File: config.mk
export PLATFORM = sky130hd
export DESIGN_NAME = axis_rr_arbiter
export DESIGN_NICKNAME = d
export VERILOG_FILES = /design/src/rtl/axis_rr_arbiter.sv
export SDC_FILE = /design/constraint.sdc
export NUM_CORES = 1
export LEC_CHECK = 0
export CAP_MARGIN = 25
export CELL_PAD_IN_SITES_DETAIL_PLACEMENT = 0
export CELL_PAD_IN_SITES_GLOBAL_PLACEMENT = 1
export CORE_MARGIN = 2
export CORE_UTILIZATION = 18
export CTS_BUF_LIST = sky130_fd_sc_hd__clkbuf_8
export DETAILED_ROUTE_END_ITERATION = 10
export PLACE_DENSITY_LB_ADDON = 0.3
export SLEW_MARGIN = 20
export SYNTH_ARGS = -nofsm -noshare
export SYNTH_HDL_FRONTEND = slang
export SYNTH_SLANG_ARGS = --single-unit
File: constraint.sdc
create_clock -name clk_i -period 1.69 [get_ports clk_i]
set_clock_uncertainty 0.15 [all_clocks]
set_input_delay 0.2535 -clock clk_i [delete_from_list [all_inputs] [get_ports clk_i]]
set_output_delay 0.2535 -clock clk_i [all_outputs]
set_load 0.02 [all_outputs]
File: src/rtl/axis_rr_arbiter.sv
// Packet-locked round-robin arbiter sharing one AXI-Stream output between NumInputs sources.
// Optional per-input packet counters are compiled in when AXIS_ARB_CNT_EN is defined.
module axis_rr_arbiter #(
  parameter int NumInputs = 4,
  parameter int DataWidth = 16,
  parameter int IdWidth   = (NumInputs > 1) ? $clog2(NumInputs) : 1
) (
  input  logic                           clk_i,
  input  logic                           rst_ni,
  input  logic [NumInputs-1:0]           s_valid_i,
  output logic [NumInputs-1:0]           s_ready_o,
  input  logic [NumInputs*DataWidth-1:0] s_data_i,
  input  logic [NumInputs-1:0]           s_last_i,
  output logic                           m_valid_o,
  input  logic                           m_ready_i,
  output logic [DataWidth-1:0]           m_data_o,
  output logic                           m_last_o,
  output logic [IdWidth-1:0]             m_id_o
`ifdef AXIS_ARB_CNT_EN
  ,
  output logic [NumInputs*16-1:0]        pkt_cnt_o
`endif
);

  typedef enum logic [0:0] {
    ST_IDLE = 1'b0,
    ST_BUSY = 1'b1
  } state_e;

  state_e               state_r, state_s;
  logic [IdWidth-1:0]   grant_r, grant_s;
  logic [IdWidth-1:0]   last_grant_r, last_grant_s;
  logic [IdWidth-1:0]   pick_s;
  logic                 found_s;
  logic                 done_s;

  // Round-robin search starting just after the previous winner, wrapping modulo NumInputs.
  always_comb begin
    logic [IdWidth-1:0] cand_v;
    found_s = 1'b0;
    pick_s  = grant_r;
    cand_v  = '0;
    for (int i = 1; i <= NumInputs; i++) begin
      cand_v = IdWidth'((int'(last_grant_r) + i) % NumInputs);
      if (!found_s && s_valid_i[cand_v]) begin
        found_s = 1'b1;
        pick_s  = cand_v;
      end else begin
        found_s = found_s;
      end
    end
  end

  // Output pass-through of the granted source while a packet is in flight.
  always_comb begin
    m_valid_o = 1'b0;
    m_data_o  = '0;
    m_last_o  = 1'b0;
    m_id_o    = '0;
    s_ready_o = '0;
    if (state_r == ST_BUSY) begin
      m_valid_o          = s_valid_i[grant_r];
      m_data_o           = s_data_i[int'(grant_r)*DataWidth +: DataWidth];
      m_last_o           = s_last_i[grant_r];
      m_id_o             = grant_r;
      s_ready_o[grant_r] = m_ready_i;
    end else begin
      s_ready_o = '0;
    end
  end

  assign done_s = (state_r == ST_BUSY) & s_valid_i[grant_r] & s_last_i[grant_r] & m_ready_i;

  // Next-state logic: grant is locked from the first beat until the last beat transfers.
  always_comb begin
    state_s      = state_r;
    grant_s      = grant_r;
    last_grant_s = last_grant_r;
    case (state_r)
      ST_IDLE: begin
        if (found_s) begin
          state_s = ST_BUSY;
          grant_s = pick_s;
        end else begin
          state_s = ST_IDLE;
        end
      end
      ST_BUSY: begin
        if (done_s) begin
          state_s      = ST_IDLE;
          last_grant_s = grant_r;
        end else begin
          state_s = ST_BUSY;
        end
      end
      default: begin
        state_s = ST_IDLE;
      end
    endcase
  end

  // State and grant registers; reset gives input 0 first priority.
  always_ff @(posedge clk_i) begin
    if (!rst_ni) begin
      state_r      <= ST_IDLE;
      grant_r      <= '0;
      last_grant_r <= IdWidth'(NumInputs - 1);
    end else begin
      state_r      <= state_s;
      grant_r      <= grant_s;
      last_grant_r <= last_grant_s;
    end
  end

`ifdef AXIS_ARB_CNT_EN
  logic [15:0] cnt_r [NumInputs];

  // Saturating per-input completed-packet counters.
  always_ff @(posedge clk_i) begin
    if (!rst_ni) begin
      for (int k = 0; k < NumInputs; k++) begin
        cnt_r[k] <= 16'h0000;
      end
    end else if (done_s && (cnt_r[grant_r] != 16'hFFFF)) begin
      cnt_r[grant_r] <= cnt_r[grant_r] + 16'h0001;
    end else begin
      cnt_r[grant_r] <= cnt_r[grant_r];
    end
  end

  // Flatten counters onto the output bus.
  always_comb begin
    pkt_cnt_o = '0;
    for (int k = 0; k < NumInputs; k++) begin
      pkt_cnt_o[k*16 +: 16] = cnt_r[k];
    end
  end
`endif

endmodule

* Yosys cells after proc, flatten, opt, wreduce, memory -nomap -nowiden
Cells that the tools add are included.
Storage, ports and cells: register bits 5, output and inout port bits 24, word-level logic and storage cells 59
Operators by class: add/subtract/negate cells 4, order comparisons 6, shifts and indexed selects 1, muxes and demuxes 30, bitwise operators 5, reductions and logical operators 10
Operators with widths (number):
- $shiftx A64 B7 Y16 | 1
- $mux W16 | 1
- $lt A2 B3 Y1 const B | 5
- $mux W1 | 15
- $bmux W1 S2 | 6
- $mux W2 | 5
- $add A2 B1 Y2 const B | 2
- $add A2 B2 Y2 const B | 2
- $and A4 B4 Y4 | 1
- $logic_and A1 B1 Y1 | 4
- $mux W4 | 1
- $reduce_bool A4 Y1 | 1
- $and A1 B1 Y1 | 3
- $logic_not A1 Y1 | 3
- $reduce_and A3 Y1 | 1
- $demux W1 S2 | 1
- $ge A2 B1 Y1 const B | 1
- $pmux W1 S2 | 1
- $reduce_and A2 Y1 | 1
- $not A1 Y1 | 1

* Depth between registers and ports, before layout
depth after elaboration 15, gate-level depth with buffers 5

* Worst setup path after synthesis
No wires, ideal clock.
path kind reg2out, from register grant_r[1], to output s_ready_o[2], data arrival time 1.381 ns, slack -0.094 ns, stages on the path, launching flop included 6, buffers on the path 2, cells stage by stage dfxtp_1 clkbuf_1 buf_2 and2_1 nand2_1 nor2_1
On the way: longest elaborated chain between the ends 6
Ends and longest elaborated chain:
- from (decl) | line 31 | logic [IdWidth-1:0] grant_r, grant_s;
- from (signal assigned) | line 110 | grant_r <= grant_s;
- $lt A2 B3 Y1 (not written as such) or $ge A2 B1 Y1 (tied branches) | line 66 | s_ready_o[grant_r] = m_ready_i;
- $logic_and A1 B1 Y1 (not written as such) | line 66
- $mux W1 (not written as such) | line 66
- $demux W1 S2 * | line 66
- $and A4 B4 Y4 (no line) *
- $mux W4 * | line 61 | if (state_r == ST_BUSY) begin
- to (decl) | line 11 | output logic [NumInputs-1:0] s_ready_o,
Mark *: on every way between the ends. The rest lies on a longest branch, timed or not.

* Worst setup path after layout
from register grant_r[0], to output m_data_o[10]
On the way: longest elaborated chain between the ends 2
Ends and longest elaborated chain:
- $shiftx A64 B7 Y16 | line 63 | m_data_o = s_data_i[int'(grant_r)*DataWidth +: DataWidth];
- $mux W16 | line 61
- to (decl) | line 16 | output logic [DataWidth-1:0] m_data_o,
No other way between the ends.

==> impl_metrics.ini <==
[status]
status = complete, but fails checks
violations = setup timing

[worst_setup_path]
endpoint_kind = output port
cp_max_fo = 8
crit_arrival_ns = 1.52
startpoint_type = register
criticalPathCategory = register to output port
cp_data_required_time_ns = 1.29

[global_routing]
grt_use_met1_pct = 18.5
grt_use_met2_pct = 29.3
antenna_found_initial = 0
grt_max_degree = 14
overflow = 0
grtUsageMet3_pct = 5.00
grtUsageTotal_pct = 15.7
grt-busiest-layer = met2
grt_pass1_wl_mm = 7.44
grt_pass1_vias = 1371

[routing]
antenna_left = 0
avgViaCountPerCell = 4.57
firstDrtPassIters = 4
wirelength_mm = 4.69
initialDrtViolationCount = 41
avgRoutedWirePerCell_um = 16.5
drc = 0
vias = 1299

[floorplan]
die-area_um2 = 5980
core_um2 = 5140
fp.dieW_um = 77.4
io_pins = 99
fp.dieH_um = 77.4
initial_core_util_pct = 18.8
rows = 26

[cts]
clock_latency_ns = 0.22
clock_sink_count = 5
cts_tree = done
h-tree-depth = 1
numCtsBuffers = 3
cts-root-buf = clkbuf_8
clockBufferDepth = 2
clk_pin_slew_ns = 0.03

[sta]
relSlewSlack_pct = 78.7
rsz0062_at_grt = yes
period_share_pct = 114
tightest_slew_ns = 0.319
maxSlewViolCount = 0
fin_crit_ns = 1.92
setup_viol = 21
fin_ws_ns = -0.232
hold_viol = 0
fmax_ghz = 0.520

[final_layout]
antennaDiodeCount = 0
multi_input_area_um2 = 872
final_area_um2 = 2340
fin_nets = 290
syn_to_final_growth_pct = 141
num-fill-cells = 521
drive_gt1_share_pct = 44.4
seq_area_um2 = 108

[synthesis]
synth_top_area_share_pct = 23.3
yosysTopAreaCell = mux4_2
avgSynthCellArea_um2 = 9.68
syn-num-nets = 175
ys_warn_count = 0
ys_types = 28
ys_ff_latch = 5
synth_top_cells_by_area = mux4_2 (23%), mux4_1 (19%), and2_1 (12%), dfxtp_1 (10%), mux2i_1 (3.1%)
syn_inst = 100
seq_area_frac_synth_pct = 10.3
syn-cell-area_um2 = 968

[power]
p_per_area_nw_per_um2 = 478
sw_frac_of_total_pct = 30.2
seqPwrFrac_pct = 12.9
p_int_mw = 0.779
combPwrFrac_pct = 68.4
p_switching_mw = 0.338
vdd_drop_max_mv = 0.218
p_clk_share_pct = 18.7
p_leak_nw = 0.941

[place]
numPortBuffers = 98
dpl_cell_area_um2 = 2160
hpwl_mm = 3.69
place_ws_ns = -0.599
routabilityCongestion = 0.843

[flow_run]
cap_violations = 0

[worst_hold_path]
min_path_type = register to register
[cell usage after synthesis]
master / instances
a21oi_1: 4
a311oi_1: 2
a41o_1: 1
and2_1: 19
and3_1: 2
buf_2: 2
buf_4: 1
buf_6: 1
clkbuf_1: 6
dfxtp_1: 5
inv_1: 5
mux2i_1: 3
mux4_1: 7
mux4_2: 10
nand2_1: 6
nand2b_1: 2
nand3_1: 1
nand4b_1: 1
nor2_1: 7
nor3_1: 2
nor3b_1: 3
nor4b_1: 1
o21a_2: 1
o21ai_0: 3
o21bai_1: 1
o221ai_1: 2
o22ai_1: 1
o31a_1: 1
[stage by stage]
stage / utilization [%] / instances / hold slack [ns] / setup TNS (ns) / power (mW)
after floorplan: - / 100 / 0.239 / 0 / 0.457
after global placement: 42.1 / 275 / 0.424 / -11.54 / 0.805
after detailed placement: 42.1 / 275 / 0.466 / -11.92 / 0.816
after CTS: 45.4 / 284 / 0.475 / -4.08 / 1.13
after global routing: 45.4 / 284 / 0.498 / -4.90 / 1.18
final: 45.4 / 284 / 0.465 / -3.91 / 1.12
[flip-flops by register name, indices dropped and copies added, names as in the netlist]
name	flops
state_r	1
last_grant_r	2
grant_r	2
[power by group through the flow]
stage	clock, mW	sequential, mW	combinational, mW
2_1_floorplan	0	0.134	0.323
3_3_place_gp	0	0.142	0.663
3_5_place_dp	0	0.143	0.673
4_1_cts	0.215	0.143	0.771
5_1_grt	0.225	0.145	0.812
6_report	0.208	0.144	0.764
[cell usage in the layout, fill, tap and decap left out, drive strengths merged, types with 2 or more instances in the layout]
| master | instances |
|---|---|
| a21oi | 4 |
| nor3 | 2 |
| and3 | 2 |
| nor3b | 3 |
| and2 | 19 |
| clkdlybuf4s50 | 72 |
| nand2b | 2 |
| mux4 | 17 |
| nor2 | 7 |
| a311oi | 2 |
| mux2i | 3 |
| nand2 | 6 |
| inv | 6 |
| dfxtp | 5 |
| buf | 45 |
| o221ai | 2 |
| clkbuf | 3 |
| o21ai | 3 |
[critical path, cell delays in order, from the launching register on]
cell	delay, ns
dfxtp_4	0.37
buf_12	0.14
mux4_2	0.51
and2_4	0.15
buf_6	0.12
[routing by layer]
| metal | vias up | share of wire (%) |
|---|---|---|
| li1 | 607 | - |
| met1 | 627 | 42 |
| met2 | 65 | 51 |
| met3 | 0 | 7.7 |
| met4 | 0 | 0 |
| met5 | - | 0 |
[area by class of cell]
type | count | share of cell area (%)
repair buffers | 120 | 51.6
inverters | 5 | 0.803
flip-flops and latches | 5 | 4.61
clock inverters | 1 | 0.161
clock buffers | 3 | 1.77
multi-input cells | 80 | 37.3
well taps | 70 | 3.75
[path summary, 6_finish.rpt]
check | from | endpoint | slack [ns] | depth (start not counted)
setup / recovery | grant_r[0] | m_data_o[10] | -0.23 | 4
hold / removal | last_grant_r[1] | last_grant_r[1] | 0.46 | 2
setup reg to reg | grant_r[0] | last_grant_r[0] | -0.20 | 6
hold reg to reg | last_grant_r[1] | last_grant_r[1] | 0.46 | 2
[cells by family after synthesis]
family          after synthesis  synth area share (%)
simple gates                 44                  25.6
mux                          20                  45.3
compound gates               16                  11.5
buf+inv                      15                  7.24
flops                         5                  10.3
[repair_timing]
action,CTS,global route
pin swaps,17,4
gates resized for setup,166,11
setup endpoints to repair,27,27
setup buffers,4,3
hold buffers,0,0
cloned,1,0
Power figures use the tool's default switching activity.
